--- src/rtl/pixel_dispatch_scheduler.sv ---
// Round-robin pixel dispatcher: hands raster coordinates to NUM_ENGINES compute engines
// and re-serialises their results into a strict raster-order output stream.
module pixel_dispatch_scheduler #(
    parameter int DATA_WIDTH    = 32,
    parameter int RGB_SIZE      = 24,
    parameter int SCREEN_WIDTH  = 640,
    parameter int SCREEN_HEIGHT = 480,
    parameter int NUM_ENGINES   = 4
) (
    input  logic                            clk,
    input  logic                            reset,
    input  logic                            start,
    output logic                            busy,
    output logic                            frame_done,
    output logic [NUM_ENGINES-1:0]          eng_start,
    output logic [DATA_WIDTH-1:0]           eng_x,
    output logic [DATA_WIDTH-1:0]           eng_y,
    input  logic [NUM_ENGINES-1:0]          eng_done,
    input  logic [NUM_ENGINES*RGB_SIZE-1:0] eng_colour,
    output logic                            out_valid,
    input  logic                            out_ready,
    output logic [RGB_SIZE-1:0]             out_colour,
    output logic                            out_first,
    output logic                            out_last_x,
    output logic                            out_last_y
);
    localparam int PTR_W = (NUM_ENGINES > 1) ? $clog2(NUM_ENGINES) : 1;
    localparam logic [DATA_WIDTH-1:0] X_LAST   = DATA_WIDTH'(SCREEN_WIDTH - 1);
    localparam logic [DATA_WIDTH-1:0] Y_LAST   = DATA_WIDTH'(SCREEN_HEIGHT - 1);
    localparam logic [PTR_W-1:0]      PTR_LAST = PTR_W'(NUM_ENGINES - 1);

    typedef enum logic [1:0] {ST_IDLE, ST_RUN, ST_DRAIN, ST_DONE} state_t;
    typedef enum logic [1:0] {SLOT_EMPTY, SLOT_BUSY, SLOT_FULL} slot_t;

    state_t                state_q, state_d;
    slot_t                 slot_q   [NUM_ENGINES];
    slot_t                 slot_d   [NUM_ENGINES];
    logic [RGB_SIZE-1:0]   colour_q [NUM_ENGINES];
    logic [RGB_SIZE-1:0]   colour_d [NUM_ENGINES];
    logic [RGB_SIZE-1:0]   eng_colour_w [NUM_ENGINES];

    logic [PTR_W-1:0]      disp_ptr_q, disp_ptr_d, ret_ptr_q, ret_ptr_d;
    logic [DATA_WIDTH-1:0] disp_x_q, disp_x_d, disp_y_q, disp_y_d;
    logic [DATA_WIDTH-1:0] ret_x_q, ret_x_d, ret_y_q, ret_y_d;
    logic [NUM_ENGINES-1:0] eng_start_q, eng_start_d;
    logic [DATA_WIDTH-1:0] eng_x_q, eng_x_d, eng_y_q, eng_y_d;
    logic                  out_valid_q, out_valid_d;
    logic [RGB_SIZE-1:0]   out_colour_q, out_colour_d;
    logic                  out_first_q, out_first_d;
    logic                  out_last_x_q, out_last_x_d;
    logic                  out_last_y_q, out_last_y_d;
    logic                  busy_q, busy_d;
    logic                  frame_done_q, frame_done_d;
    logic                  dispatch, transfer;

    function automatic logic [PTR_W-1:0] ptr_inc(input logic [PTR_W-1:0] p);
        return (p == PTR_LAST) ? '0 : p + PTR_W'(1);
    endfunction

    for (genvar gi = 0; gi < NUM_ENGINES; gi++) begin : g_slice
        assign eng_colour_w[gi] = eng_colour[gi*RGB_SIZE +: RGB_SIZE];
    end

    always_comb begin
        state_d     = state_q;
        slot_d      = slot_q;
        colour_d    = colour_q;
        disp_ptr_d  = disp_ptr_q;
        ret_ptr_d   = ret_ptr_q;
        disp_x_d    = disp_x_q;
        disp_y_d    = disp_y_q;
        ret_x_d     = ret_x_q;
        ret_y_d     = ret_y_q;
        eng_start_d = '0;
        eng_x_d     = eng_x_q;
        eng_y_d     = eng_y_q;
        dispatch    = (state_q == ST_RUN) && (slot_q[disp_ptr_q] == SLOT_EMPTY);
        transfer    = out_valid_q && out_ready;

        // A strobe coinciding with the engine's own start pulse belongs to no live job.
        for (int k = 0; k < NUM_ENGINES; k++) begin
            if ((slot_q[k] == SLOT_BUSY) && eng_done[k] && !eng_start_q[k]) begin
                slot_d[k]   = SLOT_FULL;
                colour_d[k] = eng_colour_w[k];
            end
        end

        case (state_q)
            ST_IDLE: begin
                if (start) begin
                    state_d    = ST_RUN;
                    disp_ptr_d = '0;
                    ret_ptr_d  = '0;
                    disp_x_d   = '0;
                    disp_y_d   = '0;
                    ret_x_d    = '0;
                    ret_y_d    = '0;
                end
            end
            ST_DONE: state_d = ST_IDLE;
            default: ;
        endcase

        if (dispatch) begin
            slot_d[disp_ptr_q]      = SLOT_BUSY;
            eng_start_d[disp_ptr_q] = 1'b1;
            eng_x_d                 = disp_x_q;
            eng_y_d                 = disp_y_q;
            disp_ptr_d              = ptr_inc(disp_ptr_q);
            if (disp_x_q == X_LAST) begin
                disp_x_d = '0;
                disp_y_d = disp_y_q + DATA_WIDTH'(1);
                if (disp_y_q == Y_LAST)
                    state_d = ST_DRAIN;
            end else begin
                disp_x_d = disp_x_q + DATA_WIDTH'(1);
            end
        end

        if (transfer) begin
            slot_d[ret_ptr_q] = SLOT_EMPTY;
            ret_ptr_d         = ptr_inc(ret_ptr_q);
            if (ret_x_q == X_LAST) begin
                ret_x_d = '0;
                ret_y_d = ret_y_q + DATA_WIDTH'(1);
            end else begin
                ret_x_d = ret_x_q + DATA_WIDTH'(1);
            end
            if (out_last_y_q)
                state_d = ST_DONE;
        end

        // Outputs are registered images of the next-cycle state.
        out_valid_d  = (slot_d[ret_ptr_d] == SLOT_FULL) &&
                       ((state_d == ST_RUN) || (state_d == ST_DRAIN));
        out_colour_d = colour_d[ret_ptr_d];
        out_first_d  = out_valid_d && (ret_x_d == '0) && (ret_y_d == '0);
        out_last_x_d = out_valid_d && (ret_x_d == X_LAST);
        out_last_y_d = out_valid_d && (ret_x_d == X_LAST) && (ret_y_d == Y_LAST);
        busy_d       = (state_d != ST_IDLE);
        frame_done_d = (state_d == ST_DONE);
    end

    always_ff @(posedge clk) begin
        if (reset) begin
            state_q      <= ST_IDLE;
            for (int k = 0; k < NUM_ENGINES; k++) begin
                slot_q[k]   <= SLOT_EMPTY;
                colour_q[k] <= '0;
            end
            disp_ptr_q   <= '0;
            ret_ptr_q    <= '0;
            disp_x_q     <= '0;
            disp_y_q     <= '0;
            ret_x_q      <= '0;
            ret_y_q      <= '0;
            eng_start_q  <= '0;
            eng_x_q      <= '0;
            eng_y_q      <= '0;
            out_valid_q  <= 1'b0;
            out_colour_q <= '0;
            out_first_q  <= 1'b0;
            out_last_x_q <= 1'b0;
            out_last_y_q <= 1'b0;
            busy_q       <= 1'b0;
            frame_done_q <= 1'b0;
        end else begin
            state_q      <= state_d;
            slot_q       <= slot_d;
            colour_q     <= colour_d;
            disp_ptr_q   <= disp_ptr_d;
            ret_ptr_q    <= ret_ptr_d;
            disp_x_q     <= disp_x_d;
            disp_y_q     <= disp_y_d;
            ret_x_q      <= ret_x_d;
            ret_y_q      <= ret_y_d;
            eng_start_q  <= eng_start_d;
            eng_x_q      <= eng_x_d;
            eng_y_q      <= eng_y_d;
            out_valid_q  <= out_valid_d;
            out_colour_q <= out_colour_d;
            out_first_q  <= out_first_d;
            out_last_x_q <= out_last_x_d;
            out_last_y_q <= out_last_y_d;
            busy_q       <= busy_d;
            frame_done_q <= frame_done_d;
        end
    end

    assign busy       = busy_q;
    assign frame_done = frame_done_q;
    assign eng_start  = eng_start_q;
    assign eng_x      = eng_x_q;
    assign eng_y      = eng_y_q;
    assign out_valid  = out_valid_q;
    assign out_colour = out_colour_q;
    assign out_first  = out_first_q;
    assign out_last_x = out_last_x_q;
    assign out_last_y = out_last_y_q;

endmodule

--- config.mk ---
export PLATFORM = sky130hd
export DESIGN_NAME = pixel_dispatch_scheduler
export DESIGN_NICKNAME = d
export VERILOG_FILES = /design/src/rtl/pixel_dispatch_scheduler.sv
export SDC_FILE = /design/constraint.sdc
export NUM_CORES = 1
export LEC_CHECK = 0
export ABC_AREA = 1
export BUFFER_PORTS_ARGS = -buffer_cell sky130_fd_sc_hd__buf_2
export CAP_MARGIN = 20
export CORE_AREA = 2 2 234 167
export DETAILED_ROUTE_END_ITERATION = 10
export DIE_AREA = 0 0 236 169
export MAX_ROUTING_LAYER = met4
export PLACE_DENSITY = 0.61
export SYNTH_ARGS = -nofsm -noshare
export SYNTH_HDL_FRONTEND = slang
export SYNTH_SLANG_ARGS = --single-unit
--- constraint.sdc ---
create_clock -name clk -period 5 [get_ports clk]
set_clock_uncertainty 0.05 [all_clocks]
set_input_delay 0.5 -clock clk [delete_from_list [all_inputs] [get_ports clk]]
set_output_delay 0.5 -clock clk [all_outputs]
set_load 0.05 [all_outputs]
==> summary.md, run 1 <==
| Metric | Value |
|---|---|
| CORE AREA | 37760 um^2 |
| # port buffers | 201 |
| Critical path class | reg -> reg |
| Die area | 39880 um^2 |
| CTS tree | yes |
| P&R area growth vs syn | 15.29% |
| Clk pwr share | 0.427 |
| Initial Utilization | 0.4424 |
| Vias in the first global route | 14650 |
| Status | finished clean |
| Max VDD drop | ~0.24 mV |
| Syn_nets | 2555 |
| HPWL after detailed placement | between 30 and 40 mm |
| FILL cells | approximately 3800 |
| Die width | 236 um |
| Post-route antenna net violation count | 0 |
| F_max | 310.6 MHz |
| Site Rows | 60 |
| Hold slack final | 0.1631 ns |
| Post-CTS setup buffers | 0 |
| Clock sink total | around 340 |
| Gate count after technology mapping | 2434 |
| Sequential Area | 6726 um^2 |
| Boundary pin count | 202 |
| Max-slew violations | 0 |
| CTS max path bufs | 3 |
| Slew Limit Headroom | 0.3517 |
| Clock Latency Late Sink | 0.55 ns |
| CP cell instances | ha_1 -> nand2_2 -> nor2_4 -> inv_2 -> nor2_2 -> nand2_1 -> inv_2 -> nand3_1 -> nor4_2 -> nand2_1 -> inv_2 -> nand3_1 -> nand3_1 -> inv_1 -> ha_1 -> nand4_1 -> nor2_1 -> nand2_1 -> nor2_1 |
| Initial DRC Count | approximately 1300 |
| Worst path max stage delay | 0.42 ns |
| Largest net degree at the start of global routing | 164 |
| Yosys reg bits | 336 |
| Root buf cell | clkbuf_16 |
| Endpoints failing setup | 0 |
| Vias per cell | around 5.2 |
| Sw Pwr | 1.851 mW |
| Fin Setup TNS | 0 ns |
| Post-Route Utilization | 0.5100 |
| Sequential share of power | 0.441 |
| Final period utilization | 0.6438 |
| CTS resizes | 0 |
| Multi-input gate area | 8771 um^2 |
| Critical Path Source Type | flip-flop |
| Post-Layout Cell Count | 3107 |
| Post-synth cell types | 49 |
| Avg WL per Cell | roughly 16 um |
| CP Max Fanout | 6 |
| 1st-pass router iterations | 5 |
| Final Worst Setup Slack | 1.781 ns |
| Max-cap violations | 0 |
| Final hold violations | 0 |
| Share of cells above drive strength 1 | 0.1286 |
| Net Sw Frac | 0.2878 |
| Global-route wire length before repair | 79.38 mm |
| Hold crit path type | in -> reg |
| Unrepaired setup endpoints after global routing | no |
| Setup crit end kind | flip-flop |
| Buf/Inv on CP | 4 |
| Total power | 6.430 mW |
| Yosys synthesis warning count | 0 |
| Post-synth EDFFs | 0 |
| Seq/Total Area, Yosys | 0.4027 |
| Fin nets | 2701 |
| Tightest Pin Transition | between 0.9 and 1 ns |
| Grt ovf | 0 |
| Mapped cell area | 16700 um^2 |
| CP top delay family | simple AND/OR/NAND/NOR gates |
| GRT Util Overall | 0.2526 |
| Routability cong. | 0.9726 |
| DRC Markers | 0 |
| Critical Path AT | 3.63 ns |
| Leakage Power | 8.222 nW |
| Ys async rst share | 0 |
| Die Span Y | 169 um |
| Placement Setup Slack | between 1.5 and 2 ns |
| Req. time, crit path | between 5 and 6 ns |
| Reg clk slew, reported paths | ~0.06 ns |
| Min Clock Period, post-route | 3.219 ns |
| Post-Syn Area per Cell | approximately 7 um^2 |
| Number of H-tree levels | 2 |
| Slowest cell on the critical path | dfxtp_1 |
| Via count | 16150 |
| Hold Buf Count CTS | 0 |
| Fin area | 19260 um^2 |
| Top FF cell, synth | dfxtp_1 |
| Initial antenna violation count | 6 |
| DP Cell Count | 3037 |
| Placed Area | ~18000 um^2 |
| Logic pwr share | 0.133 |
| Internal power | 4.580 mW |
| P per Cell Area | 333.9 nW/um^2 |
| Clock buffer count from CTS | 36 |
| Post-Route WL | approximately 50 mm |
## flip-flops by register name (all words and copies together), names as in the netlist
name / flops
busy: 1
frame_done: 1
state_q: 2
disp_ptr_q: 2
out_first: 1
ret_x_q: 32
out_last_y: 1
eng_start: 4
colour_q: 96
disp_x_q: 32
ret_y_q: 32
eng_x: 32
out_valid: 1
disp_y_q: 32
ret_ptr_q: 2
out_last_x: 1
out_colour: 24
eng_y: 32
slot_q: 8
## tightest hold or removal path: stages
cell and delay (ns):
buf_2 0.08, mux2i_1 0.07, nor2_1 0.08
## layout by cell type, fill, tap and decap left out, types with 8 or more instances in the layout
cell,Yosys,routed
a21oi_1,157,157
buf_2,27,200
buf_4,1,10
clkbuf_16,0,36
dfxtp_1,336,336
ha_1,17,17
inv_1,183,182
inv_2,15,16
mux2i_1,98,98
nand2_1,592,592
nand3_1,190,190
nand3b_1,11,11
nand4_1,35,35
nor2_1,439,439
nor3_1,28,28
nor4_1,10,10
o21ai_0,104,104
or2_2,8,8
xor2_1,29,29
## per-layer routing
| layer | GRT usage | part of all wire | up-vias |
|---|---|---|---|
| met1 | 0.3664 | 0.50 | 7428 |
| met5 | - | 0 | - |
| li1 | - | - | 8155 |
| met4 | 0.06563 | 0.018 | 0 |
| met2 | 0.3608 | 0.42 | 507 |
| met3 | 0.04256 | 0.067 | 56 |
## final cells by class
| type | instances | share of cell area |
|---|---|---|
| Inverter | 201 | 0.03931 |
| Multi-Input combinational cell | 1791 | 0.4554 |
| Clock buffer | 48 | 0.05223 |
| Sequential cell | 336 | 0.3493 |
| Antenna cell | 6 | 0.0007796 |
| Tap cell | 496 | 0.03222 |
| Timing Repair Buffer | 214 | 0.05997 |
| Clock inverter | 15 | 0.01078 |
## cells by family after synthesis
logic type / share of synthesized area
AOI/OAI and AO/OA: 0.08876
xor gates and xnor gates: 0.01678
adders and majority gates: 0.01273
buffers and inverters: 0.07318
DFF: 0.4027
muxes: 0.05872
and+or+nand+nor: 0.3472
## cells in the mapped netlist, drive strengths merged, types with 2 or more instances
cell | number | area share
nor2 | 451 | 0.11
inv | 199 | 0.045
ha | 17 | 0.013
nand3b | 11 | 0.0049
a21oi | 158 | 0.048
nand4 | 36 | 0.014
o21a | 2 | 0.00090
o21ai | 110 | 0.033
nand2 | 598 | 0.14
o31ai | 3 | 0.0013
nand3 | 193 | 0.059
a31oi | 2 | 0.00075
buf | 41 | 0.013
xnor2 | 3 | 0.0016
a21o | 2 | 0.00090
or2 | 8 | 0.0030
nor3b | 4 | 0.0021
clkinv | 2 | 0.00045
nor4 | 12 | 0.0052
dfxtp | 336 | 0.40
o22ai | 6 | 0.0030
nor3 | 36 | 0.014
mux2i | 98 | 0.059
and3 | 7 | 0.0026
xor2 | 29 | 0.015
clkbuf | 65 | 0.015
## power groups by stage
stage               logic (mW)  clock network [mW]  registers, mW
global placement         0.834                   0           2.89
CTS                      0.853                2.80           2.84
finish                   0.853                2.74           2.83
detailed placement       0.850                   0           2.89
global route             0.920                2.91           2.85
floorplan                0.310                   0           3.18
## path summary, 6_finish.rpt
path / slack, ns / cells after the start / endpoint / start
setup reg to reg: 1.78 / 19 / out_first / disp_x_q[1]
setup / recovery: 1.78 / 19 / out_first / disp_x_q[1]
hold / removal: 0.16 / 3 / colour_q[33] / eng_colour[57]
hold reg to reg: 0.43 / 2 / disp_x_q[3] / disp_x_q[3]
Power figures use the tool's default switching activity.
==> inputs of run 2 (changes only) <==
- ABC_AREA: 1 -> 0
- CORE_AREA: 2 2 234 167 -> 2 2 227 162
- DIE_AREA: 0 0 236 169 -> 0 0 229 164
- clock period: 5 -> 3.1 ns (I/O delays scaled with it)
==> summary.md, run 2 <==
| Metric | Value |
|---|---|
| Status | finished with violations |
| Failing checks | negative setup slack |
| CTS tree | yes |
| CP top delay family | simple AND/OR/NAND/NOR gates |
| Met1 usage | 0.3709 (+0.004478) |
| Vias per cell | 5.505 (+5.9%) |
| Worst path max stage delay | 0.53 ns (+0.11 ns) |
| Post-synth cell types | 72 (+47%) |
| Max-slew violations | 0 (unchanged) |
| Top FF cell, synth | dfxtp_1 |
| Buf/Inv on CP | 4 (unchanged) |
| Global-route wire length before repair | 79.99 mm (+0.76%) |
| Final hold violations | 0 (unchanged) |
| Boundary pin count | 202 (unchanged) |
| Multi-input gate area | 8610 um^2 (-1.8%) |
| Worst r2r src | ret_x_q[15] |
| Critical Path Source Type | flip-flop |
| Synth area leaders | dfxtp_1 43%, nand2_1 8.1%, mux2i_1 6.3% |
| DRC Markers | 0 (unchanged) |
| Site Rows | 58 (-3.3%) |
| Met3 Use GR | 0.06476 (+0.02219) |
| Tightest Pin Transition | 0.9948 ns (+0.02593 ns) |
| Clock buffer count from CTS | 34 (-5.6%) |
| Most common cell after layout, fill and taps aside | nand2_1 |
| Syn_nets | 2127 (-17%) |
| Number of H-tree levels | 2 (unchanged) |
| Die area | 37560 um^2 (-5.8%) |
| Final period utilization | 1.034 (+0.3902) |
| Clock Latency Late Sink | 0.54 ns (about the same) |
| Slowest cell on the critical path | or4_4 |
| Leakage Power | 8.181 nW (-0.50%) |
| Via count | 16080 (-0.41%) |
| Yosys synthesis warning count | 0 (unchanged) |
| Ys async rst share | 0 (unchanged) |
| Gate count after technology mapping | 2006 (-18%) |
| Hold path depth | 3 (unchanged) |
| Seq/Total Area, Yosys | 0.4264 (+0.02373) |
| Most frequent CP cell | buf_4 |
| R2R depth | 11 (-8) |
| Routability cong. | 0.9855 (+1.3%) |
| Reg clk slew, reported paths | 0.06 ns (about the same) |
| Most used routing layer | met2 |
| 1st-pass router iterations | 5 (unchanged) |
| Initial DRC Count | 1521 (+15%) |
| GRT Util Overall | 0.2683 (+0.01570) |
| Sequential Area | 6734 um^2 (+0.11%) |
| Clock sink total | 336 (unchanged) |
| Die width | 229 um (-3.0%) |
| Total power | 9.295 mW (+45%) |
| Setup crit end kind | flip-flop |
| Max VDD drop | 0.4610 mV (+90%) |
| Final Worst Setup Slack | -0.1054 ns (-1.886 ns) |
| HPWL after detailed placement | 34.12 mm (-4.0%) |
| Endpoints failing setup | 2 (+2) |
| Die Span Y | 164 um (-3.0%) |
| CORE AREA | 35410 um^2 (-6.2%) |
| Most frequent cells in the layout | 337 x nand2_1, 330 x dfxtp_1, 235 x nor2_1 |
| Yosys top cell by area | dfxtp_1 |
| Min Clock Period, post-route | 3.205 ns (-0.01379 ns) |
| # port buffers | 201 (unchanged) |
| R2R setup slack | -0.11 ns (-1.89 ns) |
| Hold Path Origin | eng_colour[73] |
| Hold crit path type | in -> reg |
| Yosys reg bits | 336 (unchanged) |
| Slew Limit Headroom | 0.3368 (-0.01490) |
| Post-Syn Area per Cell | 7.864 um^2 (+15%) |
| Unrepaired setup endpoints after global routing | yes |
| P&R area growth vs syn | 31.87% |
| Avg WL per Cell | 17.14 um (+6.7%) |
| Fin nets | 2535 (-6.1%) |
| Critical path class | reg -> reg |
| P per Cell Area | 446.8 nW/um^2 (+34%) |
| Count leader, synth | nand2_1 |
| Post-Route Utilization | 0.5874 (+0.07740) |
| Post-Route WL | 50.06 mm (+0.34%) |
| Post-synth EDFFs | 0 (unchanged) |
| Max reg flops | 96 (unchanged) |
| CP cell instances | or4_4 -> buf_4 -> nor4_4 -> buf_4 -> nand4_1 -> buf_4 -> buf_4 -> o21ai_1 -> nand4_1 -> a211o_1 -> nor4_1 |
| Initial Utilization | 0.4454 (+0.003070) |
| CP Max Fanout | 5 (-1) |
| Largest net degree at the start of global routing | 194 (+18%) |
| Grt ovf | 0 (unchanged) |
| Mapped cell area | 15780 um^2 (-5.6%) |
| Req. time, crit path | 3.48 ns (-1.93 ns) |
| Critical Path AT | 3.59 ns (-0.04 ns) |
| Synth top area share | 0.4264 (+0.02373) |
| Max-cap violations | 0 (unchanged) |
| Vias in the first global route | 15030 (+2.6%) |
| FILL cells | 3270 (-13%) |
| CTS max path bufs | 3 (unchanged) |
| Most frequent cells after synthesis | 340 x nand2_1, 336 x dfxtp_1, 237 x nor2_1 |
| Worst Hold End | colour_q[1] |
| Initial antenna violation count | 4 (-2) |
| Met2 Use GR | 0.3942 (+0.03344) |
| FF-to-FF End | out_first |
| F_max | 312.0 MHz (+0.43%) |
| Root buf cell | clkbuf_16 |
| Largest Register | colour_q |
| Post-route antenna net violation count | 0 (unchanged) |
| Share of cells above drive strength 1 | 0.2232 (+0.09463) |
[run 2: cell type report]
cell class                      count  share of cell area
Clock inverter                     14            0.005834
Timing Repair Buffer              514              0.1747
Sequential cell                   336              0.3237
Inverter                           35            0.006315
Antenna cell                        4           0.0004812
Multi-Input combinational cell   1493              0.4139
Clock buffer                       45             0.04625
Tap cell                          480             0.02887
[run 2: logic make-up after synthesis]
kind of cell    synth area share
flops                     0.4264
simple gates              0.2837
compound gates            0.1470
mux                      0.06567
buf+inv                  0.04378
xor+xnor                 0.01999
fa+ha+maj                0.01348
[run 2: worst max path at each step]
| stage | start | to | slack [ns] | cells past startpoint |
|---|---|---|---|---|
| finish | ret_x_q[15] | out_first | -0.11 | 11 |
| global route | disp_x_q[0] | out_last_y | -0.23 | 16 |
| detailed placement | ret_x_q[19] | out_last_y | -0.35 | 11 |
| CTS | disp_x_q[19] | out_first | -0.18 | 14 |
| global placement | ret_x_q[19] | out_last_y | -0.41 | 11 |
| floorplan | disp_ptr_q[0] | out_first | -0.11 | 16 |
[run 2: metrics by stage]
stage | setup slack, ns | area, um^2 | setup TNS (ns) | hold WS, ns | cells
after detailed placement | -0.3509 | 18670 | -0.7693 | 0.3930 | 2769
final | -0.1054 | 20800 | -0.2067 | 0.02144 | 2921
after global placement | -0.4092 | 18670 | -0.8117 | 0.3900 | 2769
after floorplan | -0.1100 | 15840 | -0.1598 | 0.3991 | 2006
after CTS | -0.1786 | 20690 | -0.4079 | 0.001767 | 2916
after global routing | -0.2300 | 20800 | -0.5150 | 0.008202 | 2921
[run 2: power breakdown]
part,switching [mW],internal [mW]
Sequential,0.0165,4.36
Clock,1.81,2.28
Combinational,0.520,0.312
[run 2: tightest hold or removal path, delay by kind of cell]
kind	cells	cell delay, ns
simple gates	1	0.11
buf+inv	1	0.08
mux	1	0.07
[run 2: per-layer routing]
metal	share of wire	wire length (um)
met4	0.019	931
met1	0.47	23710
met5	0	0
met2	0.43	21460
met3	0.079	3953
[run 2: repair_timing]
action | in CTS | in global routing
gates cloned | 0 | 0
setup endpoints to repair | 3 | 6
pin swaps | 5 | 10
endpoints found under the hold margin | 86 | 0
setup buffers | 2 | 1
gates resized for setup | 13 | 17
hold buffers | 86 | 0
